==> config.mk <==
export PLATFORM = sky130hd
export DESIGN_NAME = pulse_generator_mc
export DESIGN_NICKNAME = d
export VERILOG_FILES = /design/src/rtl/pulse_gen_pkg.sv /design/src/rtl/adder_n.sv /design/src/rtl/comparator_eq.sv /design/src/rtl/comparator_lt.sv /design/src/rtl/pulse_channel.sv /design/src/rtl/pulse_generator_mc.sv
export SDC_FILE = /design/constraint.sdc
export NUM_CORES = 1
export LEC_CHECK = 0
export BUFFER_PORTS_ARGS = -buffer_cell sky130_fd_sc_hd__buf_2
export CORE_MARGIN = 1.5
export CORE_UTILIZATION = 55
export DETAILED_ROUTE_END_ITERATION = 7
export PLACE_DENSITY = 0.76
export SLEW_MARGIN = 20
export SYNTH_ARGS = -nofsm -noshare
export SYNTH_HDL_FRONTEND = slang
export SYNTH_HIERARCHICAL = 1
export SYNTH_SLANG_ARGS = --single-unit
==> constraint.sdc <==
create_clock -name clk -period 5.39 [get_ports clk]
set_input_delay 0.539 -clock clk [delete_from_list [all_inputs] [get_ports clk]]
set_output_delay 0.539 -clock clk [all_outputs]
set_load 0.1 [all_outputs]
==> src/rtl/pulse_gen_pkg.sv <==
// Shared mode encoding for the multi-channel pulse generator.
// Channel and top both import this package.
package pulse_gen_pkg;

  typedef enum logic [1:0] {
    PULSE = 2'b00,
    PWM   = 2'b01,
    BURST = 2'b10,
    OFF   = 2'b11
  } pulse_mode_t;

endpackage

==> src/rtl/adder_n.sv <==
// N-bit modulo-2^N adder used for every counter increment.
// Latency: combinational; backpressure: none.
module adder_n #(
  parameter int N = 8
) (
  input  logic [N-1:0] a,
  input  logic [N-1:0] b,
  output logic [N-1:0] sum
);

  assign sum = a + b;

endmodule

==> src/rtl/comparator_eq.sv <==
// N-bit equality comparator.
// Latency: combinational; backpressure: none.
module comparator_eq #(
  parameter int N = 8
) (
  input  logic [N-1:0] a,
  input  logic [N-1:0] b,
  output logic         eq
);

  assign eq = (a == b);

endmodule

==> src/rtl/comparator_lt.sv <==
// Unsigned N-bit less-than comparator.
// Latency: combinational; backpressure: none.
module comparator_lt #(
  parameter int N = 8
) (
  input  logic [N-1:0] a,
  input  logic [N-1:0] b,
  output logic         lt
);

  assign lt = (a < b);

endmodule

==> src/rtl/pulse_channel.sv <==
// One channel: period counter, burst counter, registered out and sticky done.
// Latency: out/done registered, 1 edge after inputs; backpressure: none.
module pulse_channel
  import pulse_gen_pkg::*;
#(
  parameter int N = 8
) (
  input  logic         clk,
  input  logic         rst,
  input  logic         ena,
  input  logic         sync,
  input  pulse_mode_t  mode,
  input  logic [N-1:0] ticks,
  input  logic [N-1:0] width,
  input  logic [N-1:0] burst,
  output logic         out,
  output logic         done
);

  localparam logic [N-1:0] ONE  = {{(N-1){1'b0}}, 1'b1};
  localparam logic [N-1:0] ALL1 = '1;
  localparam logic [N-1:0] ZERO = '0;

  logic [N-1:0] cnt, cnt_n, bcnt, bcnt_n;
  logic [N-1:0] cnt_inc, bcnt_inc, ticks_m1, cnt_step;
  logic         out_n, done_n;
  logic         ticks_zero, burst_zero, below_term, bcnt_short, pwm_hi, terminal;

  adder_n #(.N(N)) u_cnt_inc  (.a(cnt),   .b(ONE),  .sum(cnt_inc));
  adder_n #(.N(N)) u_bcnt_inc (.a(bcnt),  .b(ONE),  .sum(bcnt_inc));
  adder_n #(.N(N)) u_ticks_m1 (.a(ticks), .b(ALL1), .sum(ticks_m1));

  comparator_eq #(.N(N)) u_ticks_zero (.a(ticks), .b(ZERO), .eq(ticks_zero));
  comparator_eq #(.N(N)) u_burst_zero (.a(burst), .b(ZERO), .eq(burst_zero));
  // Terminal is cnt >= ticks-1 so a shrunk period wraps immediately.
  comparator_lt #(.N(N)) u_term  (.a(cnt),      .b(ticks_m1), .lt(below_term));
  comparator_lt #(.N(N)) u_bdone (.a(bcnt_inc), .b(burst),    .lt(bcnt_short));
  comparator_lt #(.N(N)) u_pwm   (.a(cnt_step), .b(width),    .lt(pwm_hi));

  assign terminal = ~below_term;
  assign cnt_step = terminal ? ZERO : cnt_inc;

  always_comb begin
    cnt_n  = cnt;
    bcnt_n = bcnt;
    done_n = done;
    out_n  = 1'b0;
    unique case (mode)
      OFF: ;
      BURST: begin
        if (!ena) begin
          cnt_n  = ZERO;
          bcnt_n = ZERO;
          done_n = 1'b0;
        end else if (!done && !ticks_zero) begin
          if (burst_zero) begin
            done_n = 1'b1;
          end else begin
            cnt_n = cnt_step;
            out_n = terminal;
            if (terminal) begin
              bcnt_n = bcnt_inc;
              done_n = ~bcnt_short;
            end
          end
        end
      end
      PWM: begin
        bcnt_n = ZERO;
        done_n = 1'b0;
        if (ena && !ticks_zero) begin
          cnt_n = cnt_step;
          out_n = pwm_hi;
        end
      end
      default: begin
        bcnt_n = ZERO;
        done_n = 1'b0;
        if (ena && !ticks_zero) begin
          cnt_n = cnt_step;
          out_n = terminal;
        end
      end
    endcase
    if (sync) begin
      cnt_n  = ZERO;
      bcnt_n = ZERO;
      done_n = 1'b0;
      out_n  = 1'b0;
    end
  end

  always_ff @(posedge clk or negedge rst) begin
    if (!rst) begin
      cnt  <= '0;
      bcnt <= '0;
      out  <= 1'b0;
      done <= 1'b0;
    end else begin
      cnt  <= cnt_n;
      bcnt <= bcnt_n;
      out  <= out_n;
      done <= done_n;
    end
  end

endmodule

==> src/rtl/pulse_generator_mc.sv <==
// Multi-channel pulse/PWM/burst generator with a shared realigning sync.
// Latency: outputs registered, 1 edge after inputs; backpressure: none.
module pulse_generator_mc
  import pulse_gen_pkg::*;
#(
  parameter int N        = 8,
  parameter int CHANNELS = 4
) (
  input  logic                         clk,
  input  logic                         rst,
  input  logic [CHANNELS-1:0]          ena,
  input  logic                         sync,
  input  pulse_mode_t [CHANNELS-1:0]   mode,
  input  logic [CHANNELS-1:0][N-1:0]   ticks,
  input  logic [CHANNELS-1:0][N-1:0]   width,
  input  logic [CHANNELS-1:0][N-1:0]   burst,
  output logic [CHANNELS-1:0]          out,
  output logic [CHANNELS-1:0]          done
);

  for (genvar ch = 0; ch < CHANNELS; ch++) begin : g_ch
    pulse_channel #(.N(N)) u_ch (
      .clk   (clk),
      .rst   (rst),
      .ena   (ena[ch]),
      .sync  (sync),
      .mode  (mode[ch]),
      .ticks (ticks[ch]),
      .width (width[ch]),
      .burst (burst[ch]),
      .out   (out[ch]),
      .done  (done[ch])
    );
  end

endmodule
==> metrics.txt, run 1 <==
die height=143 um; worst-case hold slack=0.153 ns; register area=1800 sq um; CP max FO=7; Syn Area/Cell=8.37 sq um; NetSw=roughly 1.4 mW; Worst VDD drop=0.216 mV; max-slew violations=0; IO Pins=roughly 120; clk_lat worst skew=0.34 ns; outcome=complete, no violations; Clock power frac=19.9%; nets=approximately 1800; pwr/cell area=259 nW/um^2; initial antenna violation count=0; final worst path period share=roughly 76%; worst min path class=primary input to async pin; setup violators final=0; Vias=around 9600; Main synth FF type=dfrtp_1; Worst Max-Slew Pin Slew=0.833 ns; setup TNS=0 ns; post-CTS setup repair buffer count=0; I/O Buffers=118; RSZ-0062 raised after global routing=false; crit start category=primary input; WL met2=around 11000 um; Syn. warnings=6; Crit Path Class=primary input to flop; first-pass GRT wire length=40500 um; commonest non-fill, non-tap cell in the layout=inv_1; Max clock buf depth=2; Synth Instances=1279; detailed placement HPWL=19600 um; Hold Violations, Final=0; top layer in use=met4; clock transition at the registers of the reported paths=0.06 ns; most frequent cells in the layout=180 x inv_1, 172 x conb_1, 168 x ha_1, 116 x buf_2, 92 x a21oi_1; Avg Vias per Cell=5.28; DRT iter0 DRCs=462; Syn-to-layout area delta=16.7%; all-layer global routing usage=24.2%; CP max-delay cell=a41oi_1; met3 WL=582 um; switching share of power=a little over two fifths; register area share after synthesis=between 10% and 20%; Routability Congestion=0.828; drt first pass iters=5; Root Buffer=clkbuf_16; clock skew=0.00794 ns; share of synthesized registers carrying an async set or reset=100%; synthesized cell area=10700 sq um; Max-Cap Viols=0; Max H-tree Level=3; Antenna Cells=0; DR WL/cell=13.1 um; Highest Clock Rate=244 MHz; largest net degree at the start of global routing=73; Worst path max stage delay=about 0.53 ns; grt ovf=0; # clock sinks=approximately 70; Routed Antenna Nets=0; Reg power frac=21.9%; cells resized by post-CTS repair=0; CP required=approximately 5.7 ns; sequence of cells on the critical path=buf_2, ha_1, inv_1, fa_1, nor2b_4, o31a_1, or4_1, nand3_1, inv_1, ha_1, nand2_1, o21ai_0, a41oi_1, nand2_1, inv_1, ha_1, a211oi_2, o21ai_1, a41oi_1, nand2_1, o21ai_0, a21o_1; share of cells above drive strength 1=13.5%; # hold bufs at CTS=0; Comb pwr share=58.2%; crit path time final=4.09 ns; EDFF count, synth=0; CP endpoint kind=flop; M1 WL=11600 um; internal power=1.82 mW; post-route insts no fill=1819; Num CTS Buffers=9; Slew HR=43.7%; filler cell count in the final layout=1686; die width=143 um; vias in the first global route=9057; routed wire length=around 24000 um; synthesized flop and latch total=72; multi-input logic area=8710 sq um; die area=20300 sq um; starting density of the core=between 50% and 60%; crit path DAT=around 4.4 ns; leakage power=about 6.4 nW; CTS tree=built; row count=50; placed cells=1802; DRC violations left=0; Unique masters post-synth=47; area of the core=~19000 sq um
[cell families after synthesis]
group | count (synthesis) | share of synthesized area [%]
buffers and inverters | 204 | 7.53
other | 8 | 0.281
AND/OR/NAND/NOR | 285 | 14.8
flip-flops | 72 | 16.8
multiplexers | 4 | 0.514
AO/OA/AOI/OAI | 414 | 29.0
adder cells (fa/ha/maj) | 180 | 21.9
XOR/XNOR | 112 | 9.16
[per-layer routing]
layer	track usage, %	vias to the layer above
met5	0	-
met4	6.13	0
met3	2.29	15
met2	42.0	148
met1	32.3	4446
li1	-	5000
[path summary, 6_finish.rpt]
check / from / end / slack (ns) / cells after the start
min in group clk: g_ch[3].u_ch/bcnt[3] / g_ch[3].u_ch/bcnt[3] / 0.50 / 1
setup / recovery: ticks[16] / g_ch[2].u_ch/out / 1.30 / 22
setup reg to reg: g_ch[3].u_ch/cnt[2] / g_ch[3].u_ch/out / 2.14 / 14
max in group asynchronous: rst / g_ch[3].u_ch/cnt[7] / 4.63 / 2
hold / removal: rst / g_ch[0].u_ch/bcnt[7] / 0.15 / 1
hold reg to reg: g_ch[3].u_ch/bcnt[3] / g_ch[3].u_ch/bcnt[3] / 0.50 / 1
[critical path: cells and delay by family]
kind | cells | cell delay [ns]
fa+ha+maj | 4 | 0.98
buf+inv | 4 | 0.32
compound gates | 8 | 1.66
simple gates | 6 | 0.87
[power by group through the flow]
stage	registers, mW	clock network, mW	logic [mW]
final	0.710	0.645	1.88
after global routing	0.720	0.677	2.15
after CTS	0.708	0.655	1.87
after detailed placement	0.718	0	1.86
after global placement	0.715	0	1.80
after floorplan	0.725	0	1.44
[stage by stage]
stage               utilization [%]  total power [mW]  instance area [sq um]  setup slack [ns]
global route                   66.1              3.55                  12500             0.986
detailed placement             64.3              2.58                  12100             0.947
global placement               64.3              2.51                  12100              1.02
finish                         66.1              3.24                  12500              1.30
floorplan                         -              2.16                  11300              1.44
CTS                            66.0              3.24                  12500              1.31
[state kept, by name, summed over array words and instances (netlist names)]
name	count
g_ch.u_ch/cnt	32
g_ch.u_ch/bcnt	32
g_ch.u_ch/out	4
g_ch.u_ch/done	4
[synth_stat cells (8+ instances only)]
master	instances	share of area [%]
inv_1	180	6.3
ha_1	168	20
a21oi_1	92	4.3
xnor2_1	89	7.3
nand2_1	80	2.8
dfrtp_1	72	17
nor2b_1	67	3.9
nor2_1	54	1.9
o21ai_0	41	1.9
o211ai_1	34	2.4
a22o_1	32	2.6
a22oi_1	32	2.2
o31ai_2	32	3.7
xor2_1	23	1.9
o21a_1	20	1.4
a21o_1	16	1.1
nand4_1	16	0.94
a211oi_1	13	0.91
a41oi_1	13	1.1
a211oi_2	12	1.4
fa_1	12	2.2
nor2b_4	12	1.5
nor3_1	12	0.56
o21ai_1	12	0.56
o31a_1	12	0.98
a221oi_1	11	0.90
nand2b_1	11	0.64
nor3b_1	11	0.77
o2bb2ai_1	11	0.90
o311ai_0	11	0.90
o311ai_1	11	0.90
buf_2	8	0.37
clkbuf_1	8	0.28
conb_1	8	0.28
[layout make-up]
type                       count  area share, %
clock inverter                 2          0.281
tap                          260           2.61
sequential                    72           14.4
multi-input combinational   1167           69.8
clock buffer                  14           2.27
inverter                     180           5.41
timing repair buffer         124           5.23
Note: power is estimated with default switching activity, not from simulation.
==> run 2: changes to the inputs <==
==> constraint.sdc (replaced) <==
create_clock -name clk -period 3.9 [get_ports clk]
set_input_delay 0.39 -clock clk [delete_from_list [all_inputs] [get_ports clk]]
set_output_delay 0.39 -clock clk [all_outputs]
set_load 0.1 [all_outputs]
==> metrics.txt, run 2 (same netlist as run 1, synthesis figures left out) <==
outcome=complete, no violations (unchanged); max-slew violations=0 (unchanged); pwr/cell area=358 nW/um^2 (was 259 nW/um^2); crit path DAT=3.90 ns (was 4.38 ns); leakage power=6.48 nW (was 6.41 nW); starting density of the core=56.7% (unchanged); initial antenna violation count=0 (unchanged); # clock sinks=72 (unchanged); IO Pins=119 (unchanged); worst min path class=primary input to flop (was primary input to async pin); Num CTS Buffers=9 (unchanged); all-layer global routing usage=24.5% (was 24.2%); grt ovf=0 (unchanged); Syn-to-layout area delta=18.0% (was 16.7%); CP top delay family=compound AO/OA/AOI/OAI gates (unchanged); final worst path period share=92.5%; Routability Congestion=0.816 (was 0.828); post-CTS setup repair buffer count=0 (unchanged); Worst VDD drop=0.279 mV (was 0.216 mV); Worst Max-Slew Pin Slew=0.669 ns (was 0.833 ns); row count=50 (unchanged); Max clock buf depth=2 (unchanged); Antenna Cells=0 (unchanged); Highest Clock Rate=277 MHz; CP max FO=8 (was 7); Avg Vias per Cell=5.31 (was 5.28); clock skew=0.0104 ns (was 0.00794 ns); Root Buffer=clkbuf_16 (unchanged); Slew HR=55.4% (was 43.7%); area of the core=18900 sq um (unchanged); share of cells above drive strength 1=14.7% (was 13.5%); first-pass GRT wire length=41000 um (was 40500 um); drt first pass iters=6 (was 5); commonest non-fill, non-tap cell in the layout=inv_1 (unchanged); Hold Violations, Final=0 (unchanged); Crit Path Class=primary input to flop (unchanged); Largest regs=g_ch.u_ch/bcnt: 32 flops, g_ch.u_ch/cnt: 32 flops (unchanged); nets=1861 (was 1845); CTS tree=built (unchanged); DRT iter0 DRCs=460 (was 462); clock transition at the registers of the reported paths=0.07 ns (was 0.06 ns); detailed placement HPWL=19800 um (was 19600 um); DP Area=12300 sq um (was 12100 sq um); die width=143 um (unchanged); clk_lat worst skew=0.35 ns (was 0.34 ns); CP max-delay cell=a41oi_1 (unchanged); crit start category=primary input (unchanged); post-route insts no fill=1835 (was 1819); placed cells=1817 (was 1802); cell area after layout=12600 sq um (was 12500 sq um); Worst Path Buf+Inv=5 (was 4); routed wire length=24200 um (was 23800 um); Routed Antenna Nets=0 (unchanged); largest net degree at the start of global routing=73 (unchanged); crit path time final=3.61 ns; Max H-tree Level=3 (unchanged); die height=143 um (unchanged); DRC violations left=0 (unchanged); I/O Buffers=118 (unchanged); setup violators final=0 (unchanged); Max-Cap Viols=0 (unchanged); most frequent cells in the layout=180 x inv_1, 172 x conb_1, 168 x ha_1, 116 x buf_2, 92 x a21oi_1 (unchanged); die area=20300 sq um (unchanged); sequence of cells on the critical path=buf_2, ha_1, inv_1, fa_1, nor2b_4, o31a_1, o311ai_1, inv_1, ha_1, nand2_1, o21ai_0, a41oi_1, buf_4, nand2_1, inv_1, ha_1, a21oi_1, o21ai_0, a41oi_1, nand2_1, o21ai_0, a21o_1 (was buf_2, ha_1, inv_1, fa_1, nor2b_4, o31a_1, or4_1, nand3_1, inv_1, ha_1, nand2_1, o21ai_0, a41oi_1, nand2_1, inv_1, ha_1, a211oi_2, o21ai_1, a41oi_1, nand2_1, o21ai_0, a21o_1); vias in the first global route=9205 (was 9057); CP required=4.19 ns (was 5.67 ns); Vias=9743 (was 9609); RSZ-0062 raised after global routing=true (was false); Worst path max stage delay=0.44 ns (was 0.53 ns); DR WL/cell=13.2 um (was 13.1 um); CP endpoint kind=flop (unchanged)
==> run 2: layer usage <==
layer	wire length [um]	vias to the layer above	track usage [%]
met5	0	-	0
met4	311	0	6.62
met3	878	21	2.32
met2	11400	188	42.1
met1	11600	4495	32.9
li1	-	5039	-
==> run 2: worst reg2reg max path: stages (launching register included) <==
cell	delay, ns
dfrtp_1	0.43
ha_1	0.35
a211oi_2	0.21
o21ai_1	0.09
a41oi_1	0.41
buf_4	0.23
nand2_1	0.10
inv_1	0.08
ha_1	0.22
nor2_1	0.12
nor2_1	0.07
a41oi_1	0.29
nand2_1	0.09
o21ai_0	0.07
a21o_1	0.13
==> run 2: final cells by class <==
cell class	instances	area (sq um)
sequential	72	1800
clock buffer	9	225
inverter	180	676
timing repair buffer	140	783
clock inverter	7	80.1
tap	260	325
fill	1653	6260
multi-input combinational	1167	8740
==> run 2: metrics by stage <==
step / power [mW] / setup slack, ns / util (%) / setup TNS [ns] / hold slack, ns
finish: 4.52 / 0.292 / 66.9 / 0 / 0.411
global route: 4.95 / -0.0172 / 66.9 / -0.0172 / 0.416
CTS: 4.50 / 0.219 / 66.5 / 0 / 0.246
detailed placement: 3.61 / -0.117 / 64.9 / -0.185 / 0.492
global placement: 3.52 / 0.00101 / 64.9 / 0 / 0.488
floorplan: 2.99 / 0.0963 / - / 0 / 0.0944
==> run 2: repair_timing <==
item / in CTS / in global routing
hold endpoints to repair: 0 / 19
hold buffers: 0 / 1
setup endpoints to repair: 0 / 2
gates resized for setup: 0 / 5
==> run 2: worst paths after layout <==
check                           slack, ns                   end                  from  cells past startpoint
min in group asynchronous            0.48  g_ch[0].u_ch/bcnt[5]                   rst                      2
worst min-delay path                 0.41      g_ch[0].u_ch/out               mode[1]                      3
worst max register to register       0.96      g_ch[1].u_ch/out   g_ch[1].u_ch/cnt[2]                     14
worst max-delay path                 0.29      g_ch[3].u_ch/out             ticks[24]                     22
worst min register to register       0.50  g_ch[2].u_ch/bcnt[4]  g_ch[2].u_ch/bcnt[4]                      1
max in group asynchronous            2.82  g_ch[3].u_ch/bcnt[2]                   rst                      3
==> run 2: power by group <==
part	total, mW	switching, mW	internal, mW
Clock	0.865	0.363	0.502
Combinational	2.68	1.53	1.15
Sequential	0.976	0.129	0.846
